File: src/rtl/decode_round_scheduler_pkg.sv
// Shared definitions for the decode round scheduler: root-stage encodings
// and the scheduler FSM state type.
package decode_round_scheduler_pkg;

  // Root stage controller stage encoding (shared with parent_controller)
  localparam int STAGE_WIDTH = 3;
  localparam logic [STAGE_WIDTH-1:0] STAGE_IDLE   = 3'd0;
  localparam logic [STAGE_WIDTH-1:0] STAGE_DECODE = 3'd1;
  localparam logic [STAGE_WIDTH-1:0] STAGE_MERGE  = 3'd2;
  localparam logic [STAGE_WIDTH-1:0] STAGE_FINISH = 3'd3;

  // Scheduler FSM states
  typedef enum logic [1:0] {
    S_IDLE   = 2'd0,
    S_LAUNCH = 2'd1,
    S_WAIT   = 2'd2,
    S_REPORT = 2'd3
  } sched_state_e;

endpackage

File: src/rtl/decode_round_scheduler_watchdog.sv
// Decode watchdog: cycles since launch, saturating at TIMEOUT_CYCLES.
// Expire is asserted once the count reaches TIMEOUT_CYCLES-1.
module decode_watchdog #(
  parameter int TIMEOUT_CYCLES = 4096
) (
  input  logic clk,
  input  logic reset,
  input  logic i_clear,
  input  logic i_enable,
  output logic o_expire
);

  localparam int WD_W = $clog2(TIMEOUT_CYCLES + 1);
  localparam logic [WD_W-1:0] WD_MAX  = WD_W'(TIMEOUT_CYCLES);
  localparam logic [WD_W-1:0] WD_LAST = WD_W'(TIMEOUT_CYCLES - 1);

  logic [WD_W-1:0] r_count;

  // Count enabled cycles since the last clear; hold at WD_MAX instead of wrapping
  always_ff @(posedge clk) begin
    if (reset) begin
      r_count <= '0;
    end else if (i_clear) begin
      r_count <= '0;
    end else if (i_enable && (r_count != WD_MAX)) begin
      r_count <= r_count + WD_W'(1);
    end else begin
      r_count <= r_count;
    end
  end

  assign o_expire = (r_count >= WD_LAST);

endmodule

File: src/rtl/decode_round_scheduler.sv
// Decode round scheduler: buffers round credits from the syndrome source,
// launches one decode at a time on the root controller, supervises it with
// a watchdog and emits one result record per round on a valid/ready port.
module decode_round_scheduler
  import decode_round_scheduler_pkg::*;
#(
  parameter int ITERATION_COUNTER_WIDTH = 8,
  parameter int QUEUE_DEPTH             = 4,
  parameter int ROUND_ID_WIDTH          = 16,
  parameter int TIMEOUT_CYCLES          = 4096
) (
  input  logic                                 clk,
  input  logic                                 reset,
  input  logic                                 round_valid,
  output logic                                 round_ready,
  output logic                                 new_round_start,
  input  logic [STAGE_WIDTH-1:0]               global_stage,
  input  logic                                 result_valid,
  input  logic [ITERATION_COUNTER_WIDTH-1:0]   iteration_counter,
  input  logic [31:0]                          cycle_counter,
  output logic                                 report_valid,
  input  logic                                 report_ready,
  output logic [ROUND_ID_WIDTH-1:0]            report_round_id,
  output logic [ITERATION_COUNTER_WIDTH-1:0]   report_iterations,
  output logic [31:0]                          report_cycles,
  output logic                                 report_timeout,
  output logic [$clog2(QUEUE_DEPTH+1)-1:0]     pending_count
);

  localparam int PW = $clog2(QUEUE_DEPTH + 1);

  sched_state_e                         r_state;
  logic [PW-1:0]                        r_pending;
  logic                                 r_result_valid_q;
  logic                                 r_new_round_start;
  logic                                 r_report_valid;
  logic                                 r_report_timeout;
  logic [ROUND_ID_WIDTH-1:0]            r_round_id;
  logic [ITERATION_COUNTER_WIDTH-1:0]   r_report_iterations;
  logic [31:0]                          r_report_cycles;

  logic w_accept;
  logic w_report_hs;
  logic w_result_rise;
  logic w_launch;
  logic w_wd_enable;
  logic w_wd_expire;

  assign round_ready   = (r_pending < PW'(QUEUE_DEPTH));
  assign w_accept      = round_valid & round_ready;
  assign w_report_hs   = r_report_valid & report_ready;
  assign w_result_rise = result_valid & ~r_result_valid_q;
  // A launch needs a buffered round and an idle root; a root still busy
  // with a timed-out round blocks the next launch here.
  assign w_launch      = (r_state == S_IDLE) && (r_pending != '0) && (global_stage == STAGE_IDLE);
  assign w_wd_enable   = (r_state == S_LAUNCH) || (r_state == S_WAIT);

  decode_watchdog #(
    .TIMEOUT_CYCLES (TIMEOUT_CYCLES)
  ) u_watchdog (
    .clk      (clk),
    .reset    (reset),
    .i_clear  (w_launch),
    .i_enable (w_wd_enable),
    .o_expire (w_wd_expire)
  );

  // Rounds accepted but not yet reported; simultaneous accept and report cancel
  always_ff @(posedge clk) begin
    if (reset) begin
      r_pending <= '0;
    end else if (w_accept && !w_report_hs) begin
      r_pending <= r_pending + PW'(1);
    end else if (!w_accept && w_report_hs && (r_pending != '0)) begin
      r_pending <= r_pending - PW'(1);
    end else begin
      r_pending <= r_pending;
    end
  end

  // Delayed result_valid for rising-edge detection
  always_ff @(posedge clk) begin
    if (reset) begin
      r_result_valid_q <= 1'b0;
    end else begin
      r_result_valid_q <= result_valid;
    end
  end

  // Scheduler FSM: launch, wait for result or watchdog, hold record until accepted
  always_ff @(posedge clk) begin
    if (reset) begin
      r_state             <= S_IDLE;
      r_new_round_start   <= 1'b0;
      r_report_valid      <= 1'b0;
      r_report_timeout    <= 1'b0;
      r_round_id          <= '0;
      r_report_iterations <= '0;
      r_report_cycles     <= 32'd0;
    end else begin
      case (r_state)
        S_IDLE: begin
          if (w_launch) begin
            r_new_round_start <= 1'b1;
            r_state           <= S_LAUNCH;
          end else begin
            r_new_round_start <= 1'b0;
          end
        end
        S_LAUNCH: begin
          r_new_round_start <= 1'b0;
          // A root that never leaves IDLE is also caught by the watchdog
          if (w_wd_expire) begin
            r_report_iterations <= iteration_counter;
            r_report_cycles     <= cycle_counter;
            r_report_timeout    <= 1'b1;
            r_report_valid      <= 1'b1;
            r_state             <= S_REPORT;
          end else if (global_stage != STAGE_IDLE) begin
            r_state <= S_WAIT;
          end else begin
            r_state <= S_LAUNCH;
          end
        end
        S_WAIT: begin
          // A real result takes priority over a watchdog expiry in the same cycle
          if (w_result_rise) begin
            r_report_iterations <= iteration_counter;
            r_report_cycles     <= cycle_counter;
            r_report_timeout    <= 1'b0;
            r_report_valid      <= 1'b1;
            r_state             <= S_REPORT;
          end else if (w_wd_expire) begin
            r_report_iterations <= iteration_counter;
            r_report_cycles     <= cycle_counter;
            r_report_timeout    <= 1'b1;
            r_report_valid      <= 1'b1;
            r_state             <= S_REPORT;
          end else begin
            r_state <= S_WAIT;
          end
        end
        S_REPORT: begin
          if (report_ready) begin
            r_report_valid <= 1'b0;
            r_round_id     <= r_round_id + ROUND_ID_WIDTH'(1);
            r_state        <= S_IDLE;
          end else begin
            r_state <= S_REPORT;
          end
        end
        default: begin
          r_state           <= S_IDLE;
          r_new_round_start <= 1'b0;
          r_report_valid    <= 1'b0;
        end
      endcase
    end
  end

  assign new_round_start   = r_new_round_start;
  assign report_valid      = r_report_valid;
  assign report_timeout    = r_report_timeout;
  assign report_round_id   = r_round_id;
  assign report_iterations = r_report_iterations;
  assign report_cycles     = r_report_cycles;
  assign pending_count     = r_pending;

endmodule

File: config.mk
export PLATFORM = sky130hd
export DESIGN_NAME = decode_round_scheduler
export DESIGN_NICKNAME = d
export VERILOG_FILES = /design/src/rtl/decode_round_scheduler_pkg.sv /design/src/rtl/decode_round_scheduler_watchdog.sv /design/src/rtl/decode_round_scheduler.sv
export SDC_FILE = /design/constraint.sdc
export NUM_CORES = 1
export LEC_CHECK = 0
export BUFFER_PORTS_ARGS = -buffer_cell sky130_fd_sc_hd__buf_2
export CAP_MARGIN = 15
export CORE_MARGIN = 2
export CORE_UTILIZATION = 40
export DETAILED_ROUTE_END_ITERATION = 8
export GPL_TIMING_DRIVEN = 0
export PLACE_DENSITY = 0.72
export SLEW_MARGIN = 20
export SYNTH_ARGS = -nofsm -noshare
export SYNTH_HDL_FRONTEND = slang
export SYNTH_HIERARCHICAL = 1
export SYNTH_SLANG_ARGS = --single-unit
export TNS_END_PERCENT = 1
File: constraint.sdc
create_clock -name clk -period 3.3 [get_ports clk]
set_input_delay 0.165 -clock clk [delete_from_list [all_inputs] [get_ports clk]]
set_output_delay 0.165 -clock clk [all_outputs]
set_load 0.03 [all_outputs]
### Yosys cells after proc, flatten, opt, wreduce, memory -nomap -nowiden

Index checks and enable logic that the tools add are counted.

* add/sub/neg operators: 4
* magnitude comparators: 2
* equality and inequality tests: 6
* multiplexer cells: 24
* bitwise logic cells: 4
* reductions and logical operators: 20

Operators with widths (number)
* $mux W32: 2
* $pmux W32 S2: 1
* $add A16 B1 Y16 const B: 1
* $mux W8: 2
* $pmux W8 S2: 1
* $add A13 B1 Y13 const B: 1
* $ge A13 B12 Y1 const B: 1
* $ne A13 B13 Y1 const B: 1
* $reduce_bool A3 Y1: 3
* $mux W1: 8
* $mux W2: 4
* $pmux W2 S4: 1
* $logic_and A1 B1 Y1: 6
* $mux W3: 2
* $reduce_bool A2 Y1: 3
* $eq A2 B2 Y1 const B: 2
* $pmux W1 S2: 2
* $reduce_and A2 Y1: 2
* $add A3 B1 Y3 const B: 1
* $and A1 B1 Y1: 3
* $logic_not A3 Y1: 1
* $lt A3 B3 Y1 const B: 1
* $pmux W1 S3: 1
* $sub A3 B1 Y3 const B: 1
* other kinds (8): 9

* register bits after elaboration: 78
* input bits: 48
* output and inout bits: 63
* logic and storage cells: 70

### Logic depth before layout (Yosys ltp)

* depth after elaboration: 7
* depth in mapped cells: 8
* mapped depth without buffers: 8

### By module

Netlist, hierarchy kept.

Modules (own cells, without submodules)
* decode_round_scheduler: times used 1, cells each 319, area an instance 2630.0 sq um, seq. area each 1301.2 sq um
* decode_watchdog: times used 1, cells each 91, area an instance 775.7 sq um, seq. area each 260.2 sq um

### Least setup slack after synthesis

Ideal clock, no wire load.

* kind: register -> register
* start point: reg r_pending[2], in the netlist pending_count[2]
* end point: reg r_pending[2], in the netlist pending_count[2]
* library setup time: 0.074 ns
* data arrival time: 1.879 ns
* required time: 3.226 ns
* slack: 1.347 ns
* cell stages (with the launch flop): 6
* buffers on the path: 0
* period minus slack after synthesis: 1.953 ns
* cell sequence: dfxtp_1 inv_1 nand3_1 fa_1 or4_1 a31oi_1

* cells in the longest elaborated chain, start to end: 6
* elaborated cells between the ends (all ways): 12
* classes of those cells: 2 x add/sub; 1 x order compare; 2 x mux; 1 x bitwise; 6 x reduce/logical

Ends and longest elaborated chain
* start: declaration: RTL line decode_round_scheduler.sv:33 `logic [PW-1:0] r_pending;`
* start signal: assignment: RTL line decode_round_scheduler.sv:73 `r_pending <= r_pending + PW'(1);`
* start signal: assignment: RTL line decode_round_scheduler.sv:75 `r_pending <= r_pending - PW'(1);`
* start signal: assignment: RTL line decode_round_scheduler.sv:77 `r_pending <= r_pending;`
* $lt A3 B3 Y1 (*): RTL line decode_round_scheduler.sv:49 `assign round_ready = (r_pending < PW'(QUEUE_DEPTH));`
* named net round_ready: RTL line decode_round_scheduler.sv:15 `output logic round_ready,`
* $and A1 B1 Y1 (*): RTL line decode_round_scheduler.sv:50 `assign w_accept = round_valid & round_ready;`
* $logic_not A1 Y1: RTL line decode_round_scheduler.sv:74 `end else if (!w_accept && w_report_hs && (r_pending != '0)) begin`
* $logic_and A1 B1 Y1 (2 in a row): RTL line decode_round_scheduler.sv:74
* $reduce_bool A2 Y1 (no line)

The timed path passes the listed nets; every way through them passes the cells marked *. The select of a mux whose other input is x is not followed.
A chain may end at the register's enable or synchronous reset.

### Worst setup path in the final report

* start point: reg u_watchdog.r_count[0]
* end point: reg r_report_cycles[9], in the netlist report_cycles[9]

* cells in the longest elaborated chain, start to end: 4

Ends and longest elaborated chain
* start: declaration: RTL line decode_round_scheduler_watchdog.sv:17 `logic [WD_W-1:0] r_count;`
* start signal: assignment: RTL line decode_round_scheduler_watchdog.sv:26 `r_count <= r_count + WD_W'(1);`
* start signal: assignment: RTL line decode_round_scheduler_watchdog.sv:28 `r_count <= r_count;`
* $ge A13 B12 Y1 (*): RTL line decode_round_scheduler_watchdog.sv:32 `assign o_expire = (r_count >= WD_LAST);`
* named net w_wd_expire: RTL line decode_round_scheduler.sv:47 `logic w_wd_expire;`
* $mux W32 (*)
* $mux W32
* $pmux W32 S2 (*)
* end signal: assignment: RTL line decode_round_scheduler.sv:115 `r_report_cycles <= cycle_counter;`
* end signal: assignment: RTL line decode_round_scheduler.sv:129 `r_report_cycles <= cycle_counter;`
* end signal: assignment: RTL line decode_round_scheduler.sv:135 `r_report_cycles <= cycle_counter;`
* end: declaration: RTL line decode_round_scheduler.sv:40 `logic [31:0] r_report_cycles;`

The timed path passes the listed nets; every way through them passes the cells marked *.

==> qor.txt <==
# setup viols final: 0
Gr usage total: 0.184
Total power: 0.00185 W
Clock Latency Late Sink: 0.35 ns
# diodes: 0
Row Count: 33
Initial DRC count: 128
Area Growth Syn to Fin: 25.3%
CTS tree: built
Critical path peak fanout: 10
Crit end category: register
Core area: 8220 um2
Finished Cell Area: 4270 um2
Die Y: 96.3 um
Die ar.: 9270 um2
GP Congestion: 0.826
Worst Tran Pin Value: 0.869 ns
First-pass GRT wire length: 13.6 mm
Synthesized Nets: 467
Hold Buf Count CTS: 0
Area contributors post-synth: dfxtp_1 (46%), nand2_1 (11%), a21oi_1 (8.4%)
CTS Buf Count: 9
Crit share post-route: 0.709
Antenna-violating nets left: 0
Post-CTS resize count: 0
Synth area leader: dfxtp_1
Clk pwr share: 0.361
WL per Instance: 13.4 um
Initial antenna violation count: 0
Mapped Cells: 410
Synth Register Bits: 78
Clock slew at reported path FFs: 0.09 ns
Final max-slew violation count: 0
WS Path Type: register to register
Psw: 0.000527 W
Setup TNS: 0 ns
Arrival @ worst endpoint: 2.62 ns
Power Density: 433 nW/um2
Int Power: 0.00132 W
Max Root-Sink Buffers: 2
Final WL: 8.60 mm
Status: finished clean
Worst Path Required: 3.58 ns
Cell Area, Placed: 4090 um2
RSZ-0062 raised after global routing: no
FILL cells: 806
Synth top area share: 0.458
Top Ports: 111
Postcts setup bufs: 0
Starting Density: 0.414
Vias in the first global route: 2984
Register area share after synthesis: 0.458
Max-cap check violation count: 0
Final Hold Vio Count: 0
Switching share of total power: 0.285
Clock sinks: 78
Flop pwr share: 0.530
Layout cells sized above 1: 0.259
VDD IR max: 0.000218 V
Nets: 588
Ys async rst share: 0
Via count: 3303
CP cell instances: ha_1, a21oi_1, nor4_1, or2_1, o21ai_1, clkbuf_1, nand2_1, a21oi_1
Fmax: 427 MHz
Initial DRT Pass Iterations: 4
Worst path slowest cell: clkbuf_1
LEAKAGE: 1.71 nW
Setup Skew: 0.0114 ns
Syn Std Cell Area: 3410 um2
Netlist cell types: 52
Detailed-route DRC error count: 0
Port Buffers: 110
CP max stage delay: 0.45 ns
Cell repeated most along the worst path: a21oi_1
Hold WC Path Type: primary input to register
CTS root buffer: clkbuf_8
Syn Area/Cell: 8.31 um2
CTS H-tree depth: 3
HPWL after DPL: 6.27 mm
Rel. slew slack: 0.420
Main flop type after synthesis: dfxtp_1
Vias per std cell: 5.15
Fin crit period: 2.34 ns
Logic pwr share: 0.109
Element type at the critical path start: register
Die span in x: 96.3 um
Pin count of the biggest net entering global routing: 16
Yosys warnings: 6
Total grt overflow: 0
Post-synth EDFFs: 0
[logic make-up (layout without fill, tap and decap cells)]
| kind of cell | count (synthesis) | in the layout | share of synthesized area |
|---|---|---|---|
| compound gates | 86 | 86 | 0.143 |
| buf+inv | 31 | 157 | 0.0345 |
| xor+xnor | 12 | 12 | 0.0309 |
| simple gates | 188 | 188 | 0.280 |
| mux | 6 | 6 | 0.0184 |
| flops | 78 | 78 | 0.458 |
| fa+ha+maj | 9 | 9 | 0.0353 |
[synth_stat cells, types with 2 or more instances]
cell	instances
a31oi_1	3
xor2_1	3
nand2b_1	3
nor4_1	8
o21a_1	2
and4_1	2
nor3_1	7
o41ai_1	2
nand4_4	2
nor4b_1	5
ha_1	8
nand4_1	2
or3_2	2
nand3_2	2
o21ai_0	6
xnor2_1	9
mux2i_1	4
dfxtp_1	78
o31ai_1	4
a21oi_1	57
nor2_1	22
inv_1	14
nand3_1	12
or4_1	6
clkbuf_1	15
or4b_1	2
o211ai_1	2
nand2_1	96
mux2_2	2
nor2b_1	3
or3_1	3
or2_1	2
o21ai_1	3
[state kept, by name (all words and copies together) (netlist names)]
| name | count |
|---|---|
| report_timeout | 1 |
| report_iterations | 8 |
| pending_count | 3 |
| r_state | 2 |
| r_result_valid_q | 1 |
| u_watchdog/r_count | 13 |
| new_round_start | 1 |
| report_round_id | 16 |
| report_cycles | 32 |
| report_valid | 1 |
[final cells by class]
cell class                 count  area [um2]  area share
clock inverter                 7        57.6      0.0135
tap                          105         131      0.0308
multi-input combinational    301        1730       0.404
timing repair buffer         110         551       0.129
clock buffer                   9         124      0.0290
inverter                      14        52.6      0.0123
buffer                        17        65.1      0.0152
sequential                    78        1560       0.366
[worst max-delay path: cells and delay by family, from the launching register on]
family | cells | cell delay (ns)
AO/OA/AOI/OAI | 3 | 0.67
AND/OR/NAND/NOR | 3 | 0.50
buffers and inverters | 1 | 0.45
flip-flops | 1 | 0.38
adder cells (fa/ha/maj) | 1 | 0.27
[path summary, 6_finish.rpt]
check	from	to	slack (ns)	cells after the start
max	u_watchdog/r_count[0]	report_cycles[9]	0.96	8
min	cycle_counter[26]	report_cycles[26]	0.04	3
max reg2reg	u_watchdog/r_count[0]	report_cycles[9]	0.96	8
min reg2reg	report_cycles[8]	report_cycles[8]	0.46	2
[placed cells by master, fill, tap and decap left out, types with 4 or more instances in the layout]
master,instances
nand2_1,96
dfxtp_1,78
o31ai_1,4
o21ai_0,6
clkbuf_1,15
clkbuf_8,9
nor4b_1,5
nor2_1,22
buf_2,111
nor4_1,8
a21oi_1,57
mux2i_1,4
or4_1,6
inv_1,14
nand3_1,12
ha_1,8
xnor2_1,9
nor3_1,7
[per-layer routing]
metal	part of all wire	vias to the layer above	GRT usage
li1	-	1667	-
met1	0.45	1532	0.231
met2	0.47	94	0.303
met3	0.070	10	0.0478
met4	0.012	0	0.0690
met5	0	-	0
[power groups by stage]
| stage | clock network (W) | logic [W] | registers [W] |
|---|---|---|---|
| 2_1_floorplan | 0 | 0.000115 | 0.00101 |
| 3_5_place_dp | 0 | 0.000199 | 0.00100 |
| 4_1_cts | 0.000686 | 0.000200 | 0.000979 |
| 5_1_grt | 0.000721 | 0.000221 | 0.000984 |
| 6_report | 0.000668 | 0.000201 | 0.000979 |
| 3_3_place_gp | 0 | 0.000191 | 0.00100 |
[metrics by stage]
stage	utilization	std cells	hold WS, ns	setup WS, ns
after detailed placement	0.497	625	0.401	0.963
after global routing	0.520	641	0.0351	0.727
after global placement	0.497	625	0.392	1.05
final	0.520	641	0.0361	0.960
after floorplan	-	410	0.293	1.35
after CTS	0.520	641	0.0246	0.931
Power figures use the tool's default switching activity.
